## src/rtl/rnn_seq_ctrl.sv

```systemverilog
// rtl/rnn_seq_ctrl.sv - Bus-master sequencer driving the RNN accelerator core
//
// Optional feature macro: POLL_TIMEOUT_EN
//   defined   : POLL gives up after POLL_MAX attempts and returns res_err=1, res_data=0
//   undefined : POLL waits indefinitely, res_err is tied low
//
// Ports:
//   clk, rst          clock and synchronous active-high reset
//   in_valid/in_ready/in_data/in_last   embedding element stream
//   m_write/m_read/m_addr/m_wdata/m_rdata   core register port (m_rdata combinational)
//   res_valid/res_ready/res_data/res_err    dense-layer result handshake
//   busy              low only when idle between sequences
//   step_cnt          characters stepped in the current sequence
module rnn_seq_ctrl #(
    parameter int EMB_LEN   = 4,
    parameter int STEP_WAIT = 1100,
    parameter int POLL_MAX  = 256
) (
    input  logic        clk,
    input  logic        rst,
    input  logic        in_valid,
    output logic        in_ready,
    input  logic [15:0] in_data,
    input  logic        in_last,
    output logic        m_write,
    output logic        m_read,
    output logic [31:0] m_addr,
    output logic [31:0] m_wdata,
    input  logic [31:0] m_rdata,
    output logic        res_valid,
    input  logic        res_ready,
    output logic [15:0] res_data,
    output logic        res_err,
    output logic        busy,
    output logic [15:0] step_cnt
);

    localparam logic [7:0]  ELEM_LAST = 8'(EMB_LEN - 1);
    localparam logic [31:0] WAIT_LAST = 32'(STEP_WAIT - 1);
    localparam logic [31:0] POLL_LAST = 32'(POLL_MAX - 1);

    typedef enum logic [2:0] {
        ACCEPT, WR_IN, START, WAIT, DENSE, POLL, READ, OUT
    } state_t;

    state_t      state_q, state_d;
    logic [7:0]  elem_cnt_q, elem_cnt_d;
    logic [15:0] elem_reg_q, elem_reg_d;
    logic        last_flag_q, last_flag_d;
    logic [31:0] wait_cnt_q, wait_cnt_d;
    logic [15:0] step_cnt_q, step_cnt_d;
    logic [15:0] res_data_q, res_data_d;
`ifdef POLL_TIMEOUT_EN
    logic [31:0] poll_cnt_q, poll_cnt_d;
    logic        res_err_q, res_err_d;
`endif

    // Upper read-data half is never part of a result.
    logic unused_bits;
`ifdef POLL_TIMEOUT_EN
    assign unused_bits = ^m_rdata[31:16];
`else
    assign unused_bits = ^{m_rdata[31:16], POLL_LAST[0]};
`endif

    always_ff @(posedge clk) begin
        if (rst) begin
            state_q     <= ACCEPT;
            elem_cnt_q  <= '0;
            elem_reg_q  <= '0;
            last_flag_q <= 1'b0;
            wait_cnt_q  <= '0;
            step_cnt_q  <= '0;
            res_data_q  <= '0;
`ifdef POLL_TIMEOUT_EN
            poll_cnt_q  <= '0;
            res_err_q   <= 1'b0;
`endif
        end else begin
            state_q     <= state_d;
            elem_cnt_q  <= elem_cnt_d;
            elem_reg_q  <= elem_reg_d;
            last_flag_q <= last_flag_d;
            wait_cnt_q  <= wait_cnt_d;
            step_cnt_q  <= step_cnt_d;
            res_data_q  <= res_data_d;
`ifdef POLL_TIMEOUT_EN
            poll_cnt_q  <= poll_cnt_d;
            res_err_q   <= res_err_d;
`endif
        end
    end

    always_comb begin
        state_d     = state_q;
        elem_cnt_d  = elem_cnt_q;
        elem_reg_d  = elem_reg_q;
        last_flag_d = last_flag_q;
        wait_cnt_d  = wait_cnt_q;
        step_cnt_d  = step_cnt_q;
        res_data_d  = res_data_q;
`ifdef POLL_TIMEOUT_EN
        poll_cnt_d  = poll_cnt_q;
        res_err_d   = res_err_q;
`endif
        in_ready  = 1'b0;
        m_write   = 1'b0;
        m_read    = 1'b0;
        m_addr    = '0;
        m_wdata   = '0;
        res_valid = 1'b0;

        case (state_q)
            ACCEPT: begin
                in_ready = 1'b1;
                if (in_valid) begin
                    elem_reg_d  = in_data;
                    // Sticky: an early in_last still lets the current character finish.
                    last_flag_d = last_flag_q | in_last;
                    state_d     = WR_IN;
                end
            end
            WR_IN: begin
                m_write = 1'b1;
                m_addr  = 32'd1;
                m_wdata = {8'h00, elem_cnt_q, elem_reg_q};
                if (elem_cnt_q == ELEM_LAST) begin
                    elem_cnt_d = '0;
                    state_d    = START;
                end else begin
                    elem_cnt_d = elem_cnt_q + 8'd1;
                    state_d    = ACCEPT;
                end
            end
            START: begin
                m_write = 1'b1;
                if (step_cnt_q != 16'hFFFF) begin
                    step_cnt_d = step_cnt_q + 16'd1;
                end
                wait_cnt_d = '0;
                state_d    = WAIT;
            end
            WAIT: begin
                // The core is mid-step and must not be touched.
                if (wait_cnt_q == WAIT_LAST) begin
                    state_d = last_flag_q ? DENSE : ACCEPT;
                end else begin
                    wait_cnt_d = wait_cnt_q + 32'd1;
                end
            end
            DENSE: begin
                m_write = 1'b1;
                m_addr  = 32'd7;
`ifdef POLL_TIMEOUT_EN
                poll_cnt_d = '0;
`endif
                state_d = POLL;
            end
            POLL: begin
                m_read = 1'b1;
                if (m_rdata[0]) begin
                    state_d = READ;
                end else begin
`ifdef POLL_TIMEOUT_EN
                    if (poll_cnt_q == POLL_LAST) begin
                        res_data_d = '0;
                        res_err_d  = 1'b1;
                        state_d    = OUT;
                    end else begin
                        poll_cnt_d = poll_cnt_q + 32'd1;
                    end
`endif
                end
            end
            READ: begin
                // Reading the result also returns the core to its load state.
                m_read     = 1'b1;
                m_addr     = 32'd7;
                res_data_d = m_rdata[15:0];
`ifdef POLL_TIMEOUT_EN
                res_err_d  = 1'b0;
`endif
                state_d    = OUT;
            end
            OUT: begin
                res_valid = 1'b1;
                if (res_ready) begin
                    step_cnt_d  = '0;
                    last_flag_d = 1'b0;
                    state_d     = ACCEPT;
                end
            end
            default: state_d = ACCEPT;
        endcase
    end

    assign res_data = res_data_q;
    assign step_cnt = step_cnt_q;
    assign busy     = !((state_q == ACCEPT) && (elem_cnt_q == 8'd0) && !last_flag_q);
`ifdef POLL_TIMEOUT_EN
    assign res_err  = res_err_q;
`else
    assign res_err  = 1'b0;
`endif

endmodule

```

## config.mk

```make
export PLATFORM = sky130hd
export DESIGN_NAME = rnn_seq_ctrl
export DESIGN_NICKNAME = d
export VERILOG_FILES = /design/src/rtl/rnn_seq_ctrl.sv
export SDC_FILE = /design/constraint.sdc
export NUM_CORES = 1
export LEC_CHECK = 0
export ABC_CLOCK_PERIOD_IN_PS = 1750
export BUFFER_PORTS_ARGS = -buffer_cell sky130_fd_sc_hd__buf_2
export CORE_MARGIN = 2
export CORE_UTILIZATION = 43
export DETAILED_ROUTE_END_ITERATION = 8
export PLACE_DENSITY = 0.78
export SETUP_SLACK_MARGIN = 0.1
export SYNTH_ARGS = -nofsm -noshare
export SYNTH_HDL_FRONTEND = slang
export SYNTH_SLANG_ARGS = --single-unit
```

## constraint.sdc

```tcl
create_clock -name clk -period 1.75 [get_ports clk]
set_input_delay 0.2625 -clock clk [delete_from_list [all_inputs] [get_ports clk]]
set_output_delay 0.2625 -clock clk [all_outputs]
set_load 0.05 [all_outputs]
```

==> results_dict.tcl, run 1 <==
set metrics [dict create \
    number_of_synthesized_register_bits 92 \
    synth.mux.area_fraction 0.0147 \
    grt_pass1_vias 5970 \
    max-clock-path-buffers 2 \
    vias 6584 \
    layout.cells.non_filler 1025 \
    power_density_nw_per_um2 583 \
    cts_sinks 92 \
    floorplan.die.width_um 112 \
    crit_family "simple AND/OR/NAND/NOR gates" \
    hold_violations 0 \
    most_used_cell_along_the_critical_path "sky130_fd_sc_hd__buf_6" \
    ant_nets 0 \
    drt_drc_violations_left 0 \
    die-height_um 112 \
    min-delay-path-class "in -> reg" \
    finClkSkew_ns 0.0211 \
    first_pass_iters 9 \
    synth_top_family_by_area "simple AND/OR/NAND/NOR gates" \
    worst_setup_hold_path_clk_slew_ns 0.07 \
    rsz0062_at_grt "yes" \
    post_synthesis_compound_gate_area_fraction 0.179 \
    row_count 39 \
    design.final.nets 934 \
    asyncSetResetFlopFracSynth 0 \
    grt_pass1_wl_mm 29.7 \
    finalWirelength_mm 24.7 \
    timing.critical_path.from_type "flop" \
    hold_start "in_data[10]" \
    maxCapViolCount 0 \
    detailed_route_vias_per_instance 6.42 \
    netlist_area_um2 5030 \
    worst_r2r_startpoint "wait_cnt_q[5]$_SDFFE_PP0P_" \
    worstMarginPinSlew_ns 0.682 \
    cp_num_buf_inv 3 \
    critPathMaxStageDelay_ns 0.64 \
    insertedDiodeCount 0 \
    core_area_um2 11400 \
    clock_tree_from_tritoncts "built" \
    drive_gt1_frac 0.544 \
    worstSkewPairLatency_ns 0.38 \
    timing.critical_path.from "wait_cnt_q[5]$_SDFFE_PP0P_" \
    dominantRegCellSynth "sky130_fd_sc_hd__dfxtp_1" \
    initial_core_util 0.440 \
    dp_hpwl_mm 9.45 \
    ir_drop_uv 667 \
    worst_hold_path.num_cells 3 \
    worstSetupEndpointType "flop" \
    slew_violations 0 \
    syn_area_per_cell_um2 7.73 \
    worst_path_max_delay_cell "sky130_fd_sc_hd__nor4b_2" \
    p_leak_uw 0.00366 \
    track_usage 0.289 \
    dpl_worst_slack_ns -0.0846 \
    final_core_utilization 0.746 \
    synthToLayoutAreaGrowth_pct 69.4 \
    synth_simple_gate_area_frac 0.319 \
    area_of_the_die_um2 12600 \
    port_buffers 100 \
    global_route.overflow_total 0 \
    detailedRoute.firstIterationViolations 963 \
    ys_seq_area_frac 0.366 \
    synthCells 650 \
    timing.fmax_mhz 421 \
    final-setup-viol-count 72 \
    grt_antenna_before_repair 0 \
    avg_wl_per_cell_um 24.1 \
    failed_checks "setup timing" \
    crit_chain "nor4b_2, nand4_1, buf_6, buf_6, o32ai_4, buf_6, nor2_4, a21oi_2" \
    post_synth_num_cell_types 73 \
    synth_xor_area_frac 0.0139 \
    number_of_levels_the_h_tree_was_split_into 3 \
    worstRegToRegCells 8 \
    dp_cells 942 \
    synth-adder-area-share 0.00996 \
    finalCritPeriodShare 1.36 \
    power_consumption_uw 4970 \
    maximum_number_of_pins_on_one_net_before_global_route_repair 39 \
    synth-edff-count 0 \
    worst_slack_ns -0.624 \
    cp.depth 8 \
    routability_driven_placement_congestion_ratio 0.833 \
    cts_root_buffer "sky130_fd_sc_hd__clkbuf_16" \
    cts.hold.buffers_added 0 \
    io_pins 155 \
    cp_data_required_time_ns 2.04 \
    ys.warnings.count 0 \
    data_arrival_time_of_the_critical_path_ns 2.67 \
    worst-path-max-fanout 7 \
    cts_buffers 9 \
    max-slew-margin-rel 0.544 \
    outcome "finished, violations left" \
    minimum_period_implied_by_the_final_worst_setup_slack_ns 2.37 \
    criticalPathCategory "reg -> reg" \
]
-- synthesized netlist by cell type, types with 2 or more instances --
| cell | count | area share |
|---|---|---|
| sky130_fd_sc_hd__and2_1 | 29 | 0.036 |
| sky130_fd_sc_hd__nand3_1 | 41 | 0.041 |
| sky130_fd_sc_hd__nand2b_1 | 3 | 0.0037 |
| sky130_fd_sc_hd__nor4b_1 | 2 | 0.0035 |
| sky130_fd_sc_hd__nand2_1 | 119 | 0.089 |
| sky130_fd_sc_hd__ha_1 | 4 | 0.010 |
| sky130_fd_sc_hd__o21ai_1 | 3 | 0.0030 |
| sky130_fd_sc_hd__clkinv_1 | 2 | 0.0015 |
| sky130_fd_sc_hd__a22oi_1 | 2 | 0.0030 |
| sky130_fd_sc_hd__nor2_1 | 34 | 0.025 |
| sky130_fd_sc_hd__a211o_1 | 4 | 0.0070 |
| sky130_fd_sc_hd__mux2i_1 | 4 | 0.0080 |
| sky130_fd_sc_hd__nor4_1 | 10 | 0.012 |
| sky130_fd_sc_hd__o21ai_0 | 20 | 0.020 |
| sky130_fd_sc_hd__a311oi_1 | 6 | 0.010 |
| sky130_fd_sc_hd__a21oi_1 | 66 | 0.066 |
| sky130_fd_sc_hd__dfxtp_1 | 92 | 0.37 |
| sky130_fd_sc_hd__a21o_1 | 6 | 0.0090 |
| sky130_fd_sc_hd__o211ai_1 | 4 | 0.0060 |
| sky130_fd_sc_hd__and4_1 | 5 | 0.0087 |
| sky130_fd_sc_hd__nand4_1 | 10 | 0.012 |
| sky130_fd_sc_hd__nor4_2 | 2 | 0.0050 |
| sky130_fd_sc_hd__mux2_2 | 3 | 0.0067 |
| sky130_fd_sc_hd__buf_2 | 7 | 0.0070 |
| sky130_fd_sc_hd__buf_4 | 40 | 0.060 |
| sky130_fd_sc_hd__buf_1 | 3 | 0.0022 |
| sky130_fd_sc_hd__clkbuf_1 | 23 | 0.017 |
| sky130_fd_sc_hd__nor3_1 | 16 | 0.016 |
| sky130_fd_sc_hd__nor2b_1 | 4 | 0.0050 |
| sky130_fd_sc_hd__nand4_4 | 2 | 0.0085 |
| sky130_fd_sc_hd__and3_1 | 10 | 0.012 |
| sky130_fd_sc_hd__or4b_1 | 2 | 0.0040 |
| sky130_fd_sc_hd__a31oi_1 | 8 | 0.010 |
| sky130_fd_sc_hd__xor2_1 | 7 | 0.012 |
| sky130_fd_sc_hd__inv_1 | 9 | 0.0067 |
| sky130_fd_sc_hd__o31ai_1 | 2 | 0.0030 |
| sky130_fd_sc_hd__nor3b_1 | 2 | 0.0030 |
| sky130_fd_sc_hd__a21boi_0 | 2 | 0.0030 |
| sky130_fd_sc_hd__or2_2 | 2 | 0.0025 |
| sky130_fd_sc_hd__or4_1 | 7 | 0.010 |
-- worst paths after layout --
kind / to / slack [ns]
setup / recovery: wait_cnt_q[8]$_SDFFE_PP0P_ / -0.62
hold / removal: elem_reg_q[10]$_SDFFE_PP0P_ / 0.13
setup reg to reg: wait_cnt_q[8]$_SDFFE_PP0P_ / -0.62
hold reg to reg: res_data[11]$_SDFFE_PP0N_ / 0.45
-- what timing repair did --
item                                    in CTS  in global routing
gates resized for setup                    191                182
buffers inserted                            42                 24
gates cloned                                 5                  0
pin swaps                                   59                 95
endpoints found under the setup margin      73                120
-- cells by family after synthesis --
kind of cell,after synthesis
compound gates,143
xor+xnor,8
fa+ha+maj,4
buf+inv,85
flops,92
mux,7
other cells,1
simple gates,310
-- worst reg2reg max path, cell delays in order, from the launching register on --
cell                      delay [ns]
sky130_fd_sc_hd__dfxtp_2        0.33
sky130_fd_sc_hd__nor4b_2        0.64
sky130_fd_sc_hd__nand4_1        0.24
sky130_fd_sc_hd__buf_6          0.20
sky130_fd_sc_hd__buf_6          0.12
sky130_fd_sc_hd__o32ai_4        0.37
sky130_fd_sc_hd__buf_6          0.22
sky130_fd_sc_hd__nor2_4         0.07
sky130_fd_sc_hd__a21oi_2        0.12
-- cell usage in the layout (no fill, tap or decap), drive strengths merged, types with 5 or more instances in the layout --
master,n
xor2,7
and3,11
a21o,6
and2,30
nor2,34
o21ai,24
buf,253
nand3,42
nor3,17
nand2,119
a311oi,7
dfxtp,92
a31oi,8
a21oi,66
clkbuf,12
or4,7
conb,38
inv,9
nor4,13
and4,5
nand4,12
clkinv,5
-- registers in the layout (all words and copies together) (netlist names) --
signal and flops:
elem_reg_q 16, last_flag_q 1, wait_cnt_q 32, elem_cnt_q 8, state_q 3, res_data 16
step_cnt 16
-- stage by stage --
stage	hold slack, ns	area [um2]	TNS, ns
6_report	0.133	8510	-20.55
5_1_grt	0.137	8510	-23.29
4_1_cts	0.138	7690	-2.77
3_5_place_dp	0.444	6300	-0.504
3_3_place_gp	0.439	6300	-0.218
2_1_floorplan	0.398	5400	-0.0280
-- final cells by class --
type	instances	area (um2)
clock buffer	12	246
clock inverter	4	25.0
fill	670	2900
inverter	11	50.0
multi-input combinational	510	3790
sequential	92	1930
tap	143	179
timing repair buffer	253	2300
-- where the power goes --
group          leakage, uW  internal (uW)  switching (uW)  total (uW)
Combinational      0.00276            298             590         888
Sequential        0.000767           2100            30.1        2130
Clock             0.000137           1000             946        1950
-- routing by layer --
metal  vias up  GRT usage  wire length (um)  share of wire
met5         -          0                 0              0
met4         0      0.159              2330          0.095
met3       232     0.0740              2710           0.11
met2       635      0.497             11500           0.47
met1      3022      0.328              8060           0.33
li1       2695          -                 -              -
(Power assumes the default switching activity.)
==> run 2: changes to the inputs <==
--- a/config.mk
+++ b/config.mk
@@ -8,9 +8,9 @@
 export ABC_CLOCK_PERIOD_IN_PS = 1750
 export BUFFER_PORTS_ARGS = -buffer_cell sky130_fd_sc_hd__buf_2
 export CORE_MARGIN = 2
-export CORE_UTILIZATION = 43
+export CORE_UTILIZATION = 40
 export DETAILED_ROUTE_END_ITERATION = 8
-export PLACE_DENSITY = 0.78
+export PLACE_DENSITY = 0.73
 export SETUP_SLACK_MARGIN = 0.1
 export SYNTH_ARGS = -nofsm -noshare
 export SYNTH_HDL_FRONTEND = slang
==> constraint.sdc (replaced) <==
create_clock -name clk -period 1.75 [get_ports clk]
set_input_delay 0.2625 -clock clk [delete_from_list [all_inputs] [get_ports clk]]
set_output_delay 0.2625 -clock clk [all_outputs]
set_load 0.1 [all_outputs]
==> results_dict.tcl, run 2 (synthesis gave the netlist of run 1 again) <==
set metrics [dict create \
    final.fill_count 794 \
    data_arrival_time_of_the_critical_path_ns 1.85 \
    worst_setup_hold_path_clk_slew_ns 0.07 \
    rsz0062_at_grt "yes" \
    port_buffers 100 \
    die-height_um 116 \
    worst-path-max-fanout 2 \
    finClkSkew_ns 0.0125 \
    ant_nets 0 \
    power_density_nw_per_um2 599 \
    finalWirelength_mm 20.7 \
    final-seq-area_um2 1940 \
    mostFrequentLayoutCells "108 x sky130_fd_sc_hd__buf_4, 104 x sky130_fd_sc_hd__nand2_1, 68 x sky130_fd_sc_hd__buf_2, 58 x sky130_fd_sc_hd__dfxtp_1, 53 x sky130_fd_sc_hd__a21oi_1" \
    minimum_period_implied_by_the_final_worst_setup_slack_ns 2.11 \
    dp_hpwl_mm 10.3 \
    dp_cells 979 \
    global_route.overflow_total 0 \
    grt_antenna_before_repair 0 \
    routability_driven_placement_congestion_ratio 0.947 \
    dpl_worst_slack_ns -0.111 \
    first_pass_iters 7 \
    cts_sinks 92 \
    layout.cells.most_common "sky130_fd_sc_hd__buf_4" \
    max-slew-margin-rel 0.553 \
    maxCapViolCount 0 \
    cts_root_buffer "sky130_fd_sc_hd__clkbuf_16" \
    avg_wl_per_cell_um 19.6 \
    worstSkewPairLatency_ns 0.36 \
    largest_register_ffs 32 \
    io_pins 155 \
    core_area_um2 12200 \
    multiInputGateArea_um2 3630 \
    timing.setup.tns_ns -7.90 \
    area_of_the_die_um2 13500 \
    initial_core_util 0.413 \
    ir_drop_uv 556 \
    grt_pass1_wl_mm 27.5 \
    layout.cells.non_filler 1057 \
    worstMarginPinSlew_ns 0.671 \
    cp_data_required_time_ns 1.49 \
    grt_pass1_vias 5519 \
    insertedDiodeCount 0 \
    min-delay-path-class "in -> reg" \
    track_usage 0.259 \
    p_leak_uw 0.00371 \
    finalCritPeriodShare 1.21 \
    drt_drc_violations_left 0 \
    final_core_utilization 0.704 \
    final-setup-viol-count 60 \
    design.final.nets 941 \
    number_of_levels_the_h_tree_was_split_into 3 \
    hold_violations 0 \
    drive_gt1_frac 0.510 \
    outcome "finished, violations left" \
    floorplan.die.width_um 116 \
    worstSetupEndpointType "output pin" \
    worst_slack_ns -0.363 \
    synthToLayoutAreaGrowth_pct 70.3 \
    timing.critical_path.from_type "flop" \
    maximum_number_of_pins_on_one_net_before_global_route_repair 53 \
    slew_violations 0 \
    row_count 40 \
    max-clock-path-buffers 2 \
    timing.fmax_mhz 473 \
    detailed_route_vias_per_instance 5.83 \
    fin_hold_ws_ns 0.132 \
    cts.hold.buffers_added 0 \
    criticalPathCategory "reg -> out" \
    vias 6166 \
    cts_buffers 9 \
    failed_checks "setup timing" \
    largest-register "wait_cnt_q" \
    detailedRoute.firstIterationViolations 667 \
    clock_tree_from_tritoncts "built" \
]
[run 2: cell types whose count changed in the layout (fill, tap and decap cells not counted), moves of 6 or more]
| cell | change |
|---|---|
| sky130_fd_sc_hd__buf_12 | +29 |
| sky130_fd_sc_hd__buf_8 | -28 |
| sky130_fd_sc_hd__a21oi_1 | +17 |
| sky130_fd_sc_hd__a21oi_2 | -17 |
| sky130_fd_sc_hd__buf_4 | +13 |
| sky130_fd_sc_hd__nand2_1 | +12 |
| sky130_fd_sc_hd__nand2_4 | -11 |
| sky130_fd_sc_hd__dfxtp_2 | -6 |
[run 2: path summary, 6_finish.rpt]
check	from	to	depth (start not counted)	slack, ns
worst max-delay path	elem_cnt_q[2]$_SDFFE_PP0P_	busy	5	-0.36
worst min-delay path	m_rdata[12]	res_data[12]$_SDFFE_PP0N_	3	0.13
worst min register to register	elem_reg_q[11]$_SDFFE_PP0P_	elem_reg_q[11]$_SDFFE_PP0P_	2	0.45
worst max register to register	wait_cnt_q[9]$_SDFFE_PP0P_	wait_cnt_q[13]$_SDFFE_PP0P_	6	-0.23
[run 2: cell type report]
class / count / share of cell area
clock buffer: 9 / 0.0263
clock inverter: 7 / 0.00789
inverter: 11 / 0.00541
multi-input combinational: 510 / 0.424
sequential: 92 / 0.227
tap: 168 / 0.0246
timing repair buffer: 260 / 0.285
[run 2: critical path, stage by stage (launching register included)]
cell and delay (ns):
sky130_fd_sc_hd__dfxtp_2 0.32, sky130_fd_sc_hd__or4_4 0.54, sky130_fd_sc_hd__nor3_4 0.15, sky130_fd_sc_hd__buf_4 0.14
sky130_fd_sc_hd__nand4b_1 0.12, sky130_fd_sc_hd__buf_6 0.22
[run 2: what timing repair did]
action / 4_1_cts / 5_1_grt
pin swaps: 68 / 53
endpoints found under the setup margin: 74 / 117
gates cloned: 2 / 1
resized for setup: 113 / 96
setup buffers: 37 / 26
[run 2: layer usage]
layer	global-route usage	routed length, um	up-vias	share of wire
li1	-	-	2699	-
met1	0.312	7600	2956	0.37
met2	0.442	10200	389	0.49
met3	0.0477	1520	122	0.073
met4	0.133	1370	0	0.066
met5	0	0	-	0
[run 2: power breakdown]
group	leakage [uW]	switching (uW)	internal (uW)
clock network	0.000142	980	1000
logic	0.00280	769	256
registers	0.000768	28.9	2090
[run 2: per-stage QoR]
step	power, uW	area, um2
after CTS	5030	7960
after global placement	3050	6920
after detailed placement	3060	6920
final	5130	8560
after floorplan	2930	5520
after global routing	5250	8560
==> run 3: changes to the inputs <==
--- a/config.mk
+++ b/config.mk
@@ -10,6 +10,7 @@
 export CORE_MARGIN = 2
 export CORE_UTILIZATION = 40
 export DETAILED_ROUTE_END_ITERATION = 8
+export GPL_TIMING_DRIVEN = 0
 export PLACE_DENSITY = 0.73
 export SETUP_SLACK_MARGIN = 0.1
 export SYNTH_ARGS = -nofsm -noshare
==> results_dict.tcl, run 3 (synthesis gave the netlist of run 1 again) <==
set metrics [dict create \
    outcome "finished, violations left" \
    failed_checks "setup timing" \
    worstSkewPairLatency_ns 0.36 \
    global_route.overflow_total 0 \
    timing.fmax_mhz 449 \
    worst_slack_ns -0.477 \
    final-setup-viol-count 63 \
    detailedRoute.firstIterationViolations 710 \
    min-delay-path-class "in -> reg" \
    clock_tree_from_tritoncts "built" \
    rsz0062_at_grt "yes" \
    max-clock-path-buffers 2 \
    core_area_um2 12200 \
    synthToLayoutAreaGrowth_pct 69.8 \
    initial_core_util 0.413 \
    hold_start "m_rdata[7]" \
    worst_r2r_startpoint "wait_cnt_q[11]$_SDFFE_PP0P_" \
    worstMarginPinSlew_ns 0.754 \
    fin_hold_ws_ns 0.141 \
    maxCapViolCount 0 \
    slew_violations 0 \
    worst-path-max-fanout 5 \
    row_count 40 \
    drt_drc_violations_left 0 \
    max-slew-margin-rel 0.497 \
    hold_violations 0 \
    power_consumption_uw 5380 \
    routability_driven_placement_congestion_ratio 0.881 \
    dp_cells 955 \
    largest-register "wait_cnt_q" \
    avg_wl_per_cell_um 19.7 \
    ir_drop_uv 490 \
    largest_register_ffs 32 \
    finalCritPeriodShare 1.27 \
    first_pass_iters 7 \
    cts.hold.buffers_added 0 \
    layout.cells.non_filler 1059 \
    timing.setup.tns_ns -12.44 \
    sink_of_the_worst_hold_path "res_data[7]$_SDFFE_PP0N_" \
    worstRegToRegCells 9 \
    mostFrequentLayoutCells "101 x sky130_fd_sc_hd__buf_4, 96 x sky130_fd_sc_hd__nand2_1, 71 x sky130_fd_sc_hd__buf_2, 49 x sky130_fd_sc_hd__a21oi_1, 47 x sky130_fd_sc_hd__dfxtp_1" \
    p_leak_uw 0.00365 \
    maximum_number_of_pins_on_one_net_before_global_route_repair 16 \
    area_of_the_die_um2 13500 \
    grt_antenna_before_repair 1 \
    ant_nets 0 \
    grt_pass1_wl_mm 24.5 \
    insertedDiodeCount 0 \
    worstSetupEndpointType "output pin" \
    ff2ff_setup_slack_ns -0.34 \
    detailed_route_vias_per_instance 5.78 \
    worst_hold_path.num_cells 3 \
    die-height_um 116 \
    layout.cells.most_common "sky130_fd_sc_hd__buf_4" \
    timing.critical_path.from_type "flop" \
    number_of_levels_the_h_tree_was_split_into 3 \
    data_arrival_time_of_the_critical_path_ns 1.96 \
    power_density_nw_per_um2 631 \
    vias 6123 \
    track_usage 0.229 \
    port_buffers 100 \
    worst_setup_hold_path_clk_slew_ns 0.07 \
    cts_buffers 9 \
    r2r_end "wait_cnt_q[19]$_SDFFE_PP0P_" \
    dp_hpwl_mm 9.64 \
    finClkSkew_ns 0.0130 \
    design.final.nets 943 \
    cp_data_required_time_ns 1.49 \
    grt_pass1_vias 5137 \
    minimum_period_implied_by_the_final_worst_setup_slack_ns 2.23 \
    cts_root_buffer "sky130_fd_sc_hd__clkbuf_16" \
    floorplan.die.width_um 116 \
    drive_gt1_frac 0.514 \
    io_pins 155 \
    criticalPathCategory "reg -> out" \
    finalWirelength_mm 20.9 \
    cts_sinks 92 \
]
[run 3: stage by stage]
stage | area (um2) | util | setup WS [ns]
floorplan | 5520 | - | -0.906
global placement | 6230 | 0.513 | -0.387
detailed placement | 6230 | 0.513 | -0.371
CTS | 7770 | 0.639 | -0.313
global route | 8540 | 0.702 | -0.522
finish | 8540 | 0.702 | -0.477
[run 3: timing repair]
action	CTS	global route
buffers inserted	43	44
gates cloned	4	3
pin swaps	41	56
setup endpoints to repair	90	94
endpoints found under the hold margin	0	0
resized for setup	231	123
[run 3: area by class of cell]
class | instances | area (um2)
clock buffers | 14 | 297
flip-flops and latches | 92 | 1960
repair buffers | 191 | 1800
inverters | 11 | 46.3
plain buffers | 71 | 644
clock inverters | 2 | 13.8
multi-input cells | 510 | 3560
well taps | 168 | 210
fillers | 802 | 3630
[run 3: how the worst max path moves through the flow]
stage | cells after the start | from | to | slack, ns
after floorplan | 2 | state_q[1]$_SDFFE_PP0P_ | busy | -0.91
after global placement | 5 | state_q[0]$_SDFFE_PP0P_ | m_wdata[8] | -0.39
after detailed placement | 5 | state_q[0]$_SDFFE_PP0P_ | m_wdata[8] | -0.37
after CTS | 4 | elem_cnt_q[3]$_SDFFE_PP0P_ | busy | -0.31
after global routing | 4 | elem_cnt_q[4]$_SDFFE_PP0P_ | busy | -0.52
final | 4 | elem_cnt_q[4]$_SDFFE_PP0P_ | busy | -0.48
[run 3: power breakdown]
part / internal [uW] / leakage [uW] / switching [uW]
sequential: 2090 / 0.000775 / 28.0
clock: 1180 / 0.000153 / 893
combinational: 365 / 0.00272 / 829
[run 3: metal layers]
metal  up-vias  part of all wire  global-route usage
met4         0             0.055               0.102
li1       2705                 -                   -
met1      2903              0.36               0.279
met2       401              0.50               0.380
met3       114             0.086              0.0612
met5         -                 0                   0
[run 3: worst max-delay path, stage by stage (launching register included)]
cell	delay (ns)
sky130_fd_sc_hd__dfxtp_2	0.37
sky130_fd_sc_hd__or4_4	0.52
sky130_fd_sc_hd__nor3_4	0.25
sky130_fd_sc_hd__nand4b_1	0.22
sky130_fd_sc_hd__buf_12	0.23
